### src/rtl/cache_fill_fsm_pkg.sv
// Shared definitions for the cache miss fill writer.
//   WORDS       words per cache block
//   ADDR_W      byte address width
//   OFFSET_W    block byte-offset bits
//   CNT_W       word index width
//   BLOCK_MASK  clears the block offset of a byte address
//   fill_state_e  IDLE / FILL
//   onehot3to8    word index -> one-hot word enable
package cache_fill_fsm_pkg;

   localparam int WORDS    = 8;
   localparam int ADDR_W   = 16;
   localparam int OFFSET_W = 4;
   localparam int CNT_W    = 3;

   localparam logic [ADDR_W-1:0] BLOCK_MASK = {{(ADDR_W-OFFSET_W){1'b1}}, {OFFSET_W{1'b0}}};

   typedef enum logic {
      ST_IDLE = 1'b0,
      ST_FILL = 1'b1
   } fill_state_e;

   function automatic logic [WORDS-1:0] onehot3to8(input logic [CNT_W-1:0] idx);
      logic [WORDS-1:0] oh;
      oh      = '0;
      oh[idx] = 1'b1;
      return oh;
   endfunction

endpackage

### src/rtl/cache_fill_fsm_fill_counter.sv
// Word counter for one fill: 3-bit index plus a done flag that is set when
// the index steps past the last word. {done_o, cnt_o} therefore reads 0..8
// and saturates at 8.
//   clk, rst  clock, async active-high reset
//   en_i      count this cycle
//   clr_i     synchronous clear (wins over en_i)
//   cnt_o     current word index
//   done_o    all WORDS counted
module fill_counter
   import cache_fill_fsm_pkg::*;
(
   input  logic             clk,
   input  logic             rst,
   input  logic             en_i,
   input  logic             clr_i,
   output logic [CNT_W-1:0] cnt_o,
   output logic             done_o
);

   logic [CNT_W-1:0] cnt_q, cnt_d;
   logic             done_q, done_d;

   always_comb begin
      cnt_d  = cnt_q;
      done_d = done_q;
      if (clr_i) begin
         cnt_d  = '0;
         done_d = 1'b0;
      end else if (en_i && !done_q) begin
         cnt_d = cnt_q + CNT_W'(1);
         if (cnt_q == CNT_W'(WORDS-1)) begin
            done_d = 1'b1;
         end
      end
   end

   always_ff @(posedge clk or posedge rst) begin
      if (rst) begin
         cnt_q  <= '0;
         done_q <= 1'b0;
      end else begin
         cnt_q  <= cnt_d;
         done_q <= done_d;
      end
   end

   assign cnt_o  = cnt_q;
   assign done_o = done_q;

endmodule

### src/rtl/cache_fill_fsm.sv
// Cache miss fill writer. On a miss, requests the 8 words of the missing
// block from memory (one per cycle), writes each returned word into the
// data array with a one-hot word enable, and pulses the tag write with the
// last word.
//   clk, rst            clock, async active-high reset
//   miss_detected       lookup missed (sampled in IDLE only)
//   miss_address        byte address of the missing access
//   memory_data_valid   one returned word present this cycle
//   fsm_busy            fill in progress
//   mem_read            memory read request
//   memory_address      requested word byte address
//   write_data_array    data-array write strobe
//   word_enable         one-hot word select for the write
//   write_tag_array     tag/valid install pulse
//
// state | meaning
// IDLE  | waiting for a miss; all outputs low
// FILL  | issuing requests and writing returned words
module cache_fill_fsm
   import cache_fill_fsm_pkg::*;
(
   input  logic              clk,
   input  logic              rst,
   input  logic              miss_detected,
   input  logic [ADDR_W-1:0] miss_address,
   input  logic              memory_data_valid,
   output logic              fsm_busy,
   output logic              mem_read,
   output logic [ADDR_W-1:0] memory_address,
   output logic              write_data_array,
   output logic [WORDS-1:0]  word_enable,
   output logic              write_tag_array
);

   fill_state_e       state_q;
   logic [ADDR_W-1:0] base_q;
   logic [ADDR_W-1:0] addr_q;
   logic              busy_q;
   logic              mem_read_q;

   logic [CNT_W-1:0]  issue_cnt;
   logic [CNT_W-1:0]  recv_cnt;
   logic              issue_done;
   logic              recv_done;
   logic              in_fill;
   logic              recv_en;
   logic              last_word;

   assign in_fill   = (state_q == ST_FILL);
   assign recv_en   = in_fill && memory_data_valid && !recv_done;
   assign last_word = recv_en && (recv_cnt == CNT_W'(WORDS-1));

   // Both counters are held clear in IDLE so every fill starts from word 0.
   fill_counter u_issue_cnt (
      .clk    (clk),
      .rst    (rst),
      .en_i   (in_fill),
      .clr_i  (!in_fill),
      .cnt_o  (issue_cnt),
      .done_o (issue_done)
   );

   fill_counter u_recv_cnt (
      .clk    (clk),
      .rst    (rst),
      .en_i   (recv_en),
      .clr_i  (!in_fill),
      .cnt_o  (recv_cnt),
      .done_o (recv_done)
   );

   always_ff @(posedge clk or posedge rst) begin
      if (rst) begin
         state_q    <= ST_IDLE;
         base_q     <= '0;
         addr_q     <= '0;
         busy_q     <= 1'b0;
         mem_read_q <= 1'b0;
      end else begin
         case (state_q)
            ST_IDLE: begin
               if (miss_detected) begin
                  state_q    <= ST_FILL;
                  base_q     <= miss_address & BLOCK_MASK;
                  addr_q     <= miss_address & BLOCK_MASK;
                  busy_q     <= 1'b1;
                  mem_read_q <= 1'b1;
               end
            end
            ST_FILL: begin
               // Base is block aligned, so OR-ing the word offset never carries.
               if (!issue_done) begin
                  if (issue_cnt == CNT_W'(WORDS-1)) begin
                     mem_read_q <= 1'b0;
                  end else begin
                     addr_q <= base_q | ADDR_W'({issue_cnt + CNT_W'(1), 1'b0});
                  end
               end
               // Completion ignores miss_detected; re-arm happens from IDLE.
               if (last_word) begin
                  state_q    <= ST_IDLE;
                  busy_q     <= 1'b0;
                  mem_read_q <= 1'b0;
                  addr_q     <= '0;
               end
            end
            default: state_q <= ST_IDLE;
         endcase
      end
   end

   assign fsm_busy         = busy_q;
   assign mem_read         = mem_read_q;
   assign memory_address   = addr_q;
   assign write_data_array = recv_en;
   assign word_enable      = recv_en ? onehot3to8(recv_cnt) : '0;
   assign write_tag_array  = last_word;

endmodule

### config.mk
export PLATFORM = sky130hd
export DESIGN_NAME = cache_fill_fsm
export DESIGN_NICKNAME = d
export VERILOG_FILES = /design/src/rtl/cache_fill_fsm_pkg.sv /design/src/rtl/cache_fill_fsm_fill_counter.sv /design/src/rtl/cache_fill_fsm.sv
export SDC_FILE = /design/constraint.sdc
export NUM_CORES = 1
export LEC_CHECK = 0
export ABC_AREA = 0
export BUFFER_PORTS_ARGS = -buffer_cell sky130_fd_sc_hd__buf_2
export CAP_MARGIN = 15
export CORE_MARGIN = 1.5
export CORE_UTILIZATION = 44
export CTS_BUF_LIST = sky130_fd_sc_hd__clkbuf_16
export DETAILED_ROUTE_END_ITERATION = 16
export PLACE_DENSITY = 0.78
export SYNTH_ARGS = -nofsm -noshare
export SYNTH_HDL_FRONTEND = slang
export SYNTH_HIERARCHICAL = 1
export SYNTH_SLANG_ARGS = --single-unit
### constraint.sdc
create_clock -name clk -period 2.35 [get_ports clk]
set_clock_uncertainty 0.05 [all_clocks]
set_input_delay 0.1175 -clock clk [delete_from_list [all_inputs] [get_ports clk]]
set_output_delay 0.1175 -clock clk [all_outputs]
set_load 0.005 [all_outputs]
==> results.rst <==
.. list-table::
   :header-rows: 1

   * - Metric
     - Value
   * - FF-to-FF End
     - memory_address[10]
   * - Final Power
     - 3146 µW
   * - Max incr delay on CP
     - 530 ps
   * - Met2 track demand over resource
     - 33.41%
   * - Leakage dissipation
     - 0.001164 µW
   * - Aggregate global routing overflow
     - 0
   * - Routed WL
     - roughly 4300 µm
   * - Max-Slew Margin vs Limit
     - 34.94%
   * - Core box area
     - approximately 4000 µm²
   * - Final non-filler cell total
     - 297
   * - Number of buffer and inverter stages on the critical path
     - 0
   * - CP Depth
     - 5
   * - Maximum vdd ir drop
     - 0.7832 mV
   * - Category of the worst setup path launch point
     - flip-flop
   * - RSZ-0062 raised after global routing
     - false
   * - Final Setup Violations
     - 0
   * - Layout filler cell count
     - 347
   * - Layout Area Growth over Synthesis
     - 23.25%
   * - Critical path fanouts, max
     - 12
   * - Die ar.
     - 4708 µm²
   * - Most frequently used cell type in the post-synthesis netlist
     - sky130_fd_sc_hd__nand2_1
   * - Min Clock Period, post-route
     - 1923 ps
   * - Slowest stage cell, crit path
     - sky130_fd_sc_hd__or3b_4
   * - Met1 demand-to-capacity share in global routing
     - 26.61%
   * - Area share of the largest cell type after synthesis
     - 50.20%
   * - R2r startpoint
     - u_issue_cnt/cnt_o[0]
   * - First-pass GRT wire length
     - between 7000 and 8000 µm
   * - Global Route met3 Usage
     - around 4.7%
   * - Post-synth design cell area
     - between 1500 and 2000 µm²
   * - DIE WIDTH
     - 68.62 µm
   * - Number of primary I/O pins
     - 48
   * - Number of unique standard cell types used by synthesis
     - 30
   * - Number of synthesized register bits
     - 38
   * - Vias per cell
     - 5.404
   * - Worst setup path endpoint
     - memory_address[10]
   * - Number of flops mapped to enable cells by yosys
     - 0
   * - Worst-case reg-to-reg path depth
     - 5
   * - Routed via count
     - 1605
   * - Final GP Congestion
     - 0.7893
   * - Grt peak-use layer
     - met2
   * - Share of the clock period used by the worst path
     - between 80% and 90%
   * - DP Cell Count
     - 282
   * - Synth warnings
     - 6
   * - Final ANT Viol Nets
     - 0
   * - DR pass1 iterations
     - 4
   * - Hold violation count in the final report
     - 0
   * - Share of post-route cells with drive strength above 1
     - 25.51%
   * - Actual transition at the worst max-transition pin
     - 971.6 ps
   * - Maximum achievable frequency
     - 520.0 MHz
   * - Kind of capture point of the worst setup path
     - flip-flop
   * - Cell Chain, Critical Path
     - ha_1 -> ha_1 -> or3b_4 -> o22ai_1 -> nor3_1
   * - Number of CTS-inserted buffers
     - 5
   * - Library cell used as clock root buffer
     - sky130_fd_sc_hd__clkbuf_16
   * - Number of global-route vias before repair
     - 1573
   * - List of most frequent post-synthesis cells
     - sky130_fd_sc_hd__nand2_1 (40), sky130_fd_sc_hd__dfrtp_1 (38), sky130_fd_sc_hd__nor3_1 (28)
   * - Number of antenna violations at the first check in global routing
     - 0
   * - Final routed DRC violation total
     - 0
   * - Post-DP HPWL
     - 2791 µm
   * - CTS sink count
     - 38
   * - Number of DRC violations after detailed-routing iteration 0
     - 85
   * - Total setup buffers inserted after CTS
     - 0
   * - Buffers from clock root to sink, at most
     - 2
   * - Die extent in y
     - 68.62 µm
   * - CTS tree
     - built
   * - Prevailing post-synth register cell
     - sky130_fd_sc_hd__dfrtp_1
   * - Crit-path leading delay family
     - simple AND/OR/NAND/NOR gates
   * - Most common cell on crit path
     - sky130_fd_sc_hd__ha_1
   * - Wire length per cell
     - 14.32 µm
   * - Average footprint of a synthesized cell
     - about 9.6 µm²
   * - Maximum number of pins on one net before global-route repair
     - 31
   * - Worst endpoint data arrival time
     - 2020 ps
   * - Number of diodes added for antenna fixing
     - 0
   * - Worst setup path category
     - reg -> reg
   * - Crit path required time
     - around 2400 ps
   * - Post-synthesis sequential area ratio
     - between 50 and 60%
   * - Final sum of negative setup slack
     - 0 ps
   * - GRT Util Overall
     - 20.97%
   * - Worst reg-to-reg setup slack
     - 430 ps
   * - Final number of max-transition violations
     - 0
   * - Cells after Synth
     - 197
   * - Effective utilization at floorplan
     - 46.69%
   * - PortBufs
     - 42
   * - Clock transition at the register clock pins on the worst setup and hold paths after CTS
     - 50 ps
   * - MaxCap Viol Count
     - 0
   * - Share of async-settable or async-resettable flops after synthesis
     - 100.0%
   * - Source of the critical timing path
     - u_issue_cnt/cnt_o[0]
   * - Net Count, Synth
     - between 200 and 250
   * - Number of H-tree branching levels
     - 2
   * - Cell types with the largest area share after synthesis
     - sky130_fd_sc_hd__dfrtp_1 (50%), sky130_fd_sc_hd__nand2_1 (7.9%), sky130_fd_sc_hd__nor3_1 (7.4%)
   * - Worst Hold Class
     - in -> reg
   * - Post-cts sizing count
     - 0
   * - Number of nets at the end of the flow
     - 272
   * - Leading area contributor after synthesis
     - sky130_fd_sc_hd__dfrtp_1
   * - Row count
     - 23
   * - Outcome
     - finished clean
   * - Clock network latency to the later pin of the worst-skew pair
     - roughly 280 ps
   * - Power density of the placed cells
     - 1347 nW/µm²
[state kept, by name, summed over array words and instances, names as in the netlist]
register,flops
base_q,12
u_recv_cnt/cnt_o,3
memory_address,15
u_issue_cnt/cnt_o,3
u_recv_cnt/done_o,1
fsm_busy,1
u_issue_cnt/done_o,1
mem_read,1
in_fill,1
[power by group]
part | switching [µW] | leakage [µW] | total, µW | internal [µW]
Sequential | 268 | 0.000458 | 1250 | 981
Combinational | 617 | 0.000634 | 1260 | 647
Clock | 251 | 0.0000724 | 634 | 383
[cell families after synthesis]
| logic type | after synthesis | share of synthesized area (%) |
|---|---|---|
| simple gates | 106 | 29.72 |
| flops | 38 | 50.20 |
| compound gates | 28 | 9.313 |
| buf+inv | 16 | 5.020 |
| fa+ha+maj | 6 | 3.963 |
| mux | 2 | 1.585 |
| other cells | 1 | 0.1980 |
[stage by stage]
step | worst slack (ps) | hold WS, ps | utilization [%] | instance area (µm²)
global placement | 488.1 | -18.26 | 52.42 | 2127
detailed placement | 453.8 | -14.49 | 52.42 | 2127
finish | 426.9 | 2.784 | 57.54 | 2335
floorplan | 590.0 | -166.4 | - | 1894
CTS | 429.4 | 0.5111 | 57.54 | 2335
global route | 321.0 | 15.45 | 57.54 | 2335
[final cells by class]
class                   count  area, µm²  share of cell area (%)
flip-flops and latches     38      950.9                   40.73
multi-input cells         143      850.8                   36.44
repair buffers             54      317.8                   13.61
clock buffers               5      125.1                   5.359
well taps                  50      62.56                   2.680
inverters                   4      15.01                  0.6431
clock inverters             3      12.51                  0.5359
[worst register-to-register path, stage by stage, from the launching register on]
cell and delay [ps]:
sky130_fd_sc_hd__dfrtp_1 430, sky130_fd_sc_hd__ha_1 230, sky130_fd_sc_hd__ha_1 300, sky130_fd_sc_hd__or3b_4 530, sky130_fd_sc_hd__o22ai_1 180, sky130_fd_sc_hd__nor3_1 70
[layer usage]
| metal | up-vias | part of all wire (%) |
|---|---|---|
| met5 | - | 0 |
| met4 | 0 | 1.9 |
| met3 | 7 | 4.8 |
| met2 | 42 | 51 |
| met1 | 778 | 43 |
| li1 | 778 | - |
[worst min-delay path by stage]
stage / start / slack, ps / to / depth (start not counted)
after floorplan: rst / -170 / u_issue_cnt/cnt_o[0] / 1
after global placement: rst / -20 / u_issue_cnt/done_o / 2
after detailed placement: rst / -10 / u_issue_cnt/done_o / 2
after CTS: miss_address[9] / 0.5 / base_q[9] / 3
after global routing: miss_address[9] / 20 / base_q[9] / 3
final: miss_address[5] / 3 / base_q[5] / 3
[repair_timing]
| action | 4_1_cts | 5_1_grt |
|---|---|---|
| endpoints found under the hold margin | 44 | 0 |
| hold buffers | 7 | 0 |
| setup endpoints to repair | 0 | 0 |
[cells in the final DEF (no fill, tap or decap), drive strengths merged]
cell          n
inv           5
nand4bb       4
a21oi         6
ha            6
dlygate4sd3   7
o21ai         5
buf          47
nor2         16
and3b         1
conb          1
dfrtp        38
clkbuf        5
o22ai        12
clkinv        2
o211a         2
or3b          1
nand2        40
nor3         28
o21a          1
nor3b         2
nand4b        1
nand2b        8
mux2          2
a31oi         2
nor2b         5
Power figures use the tool's default switching activity.
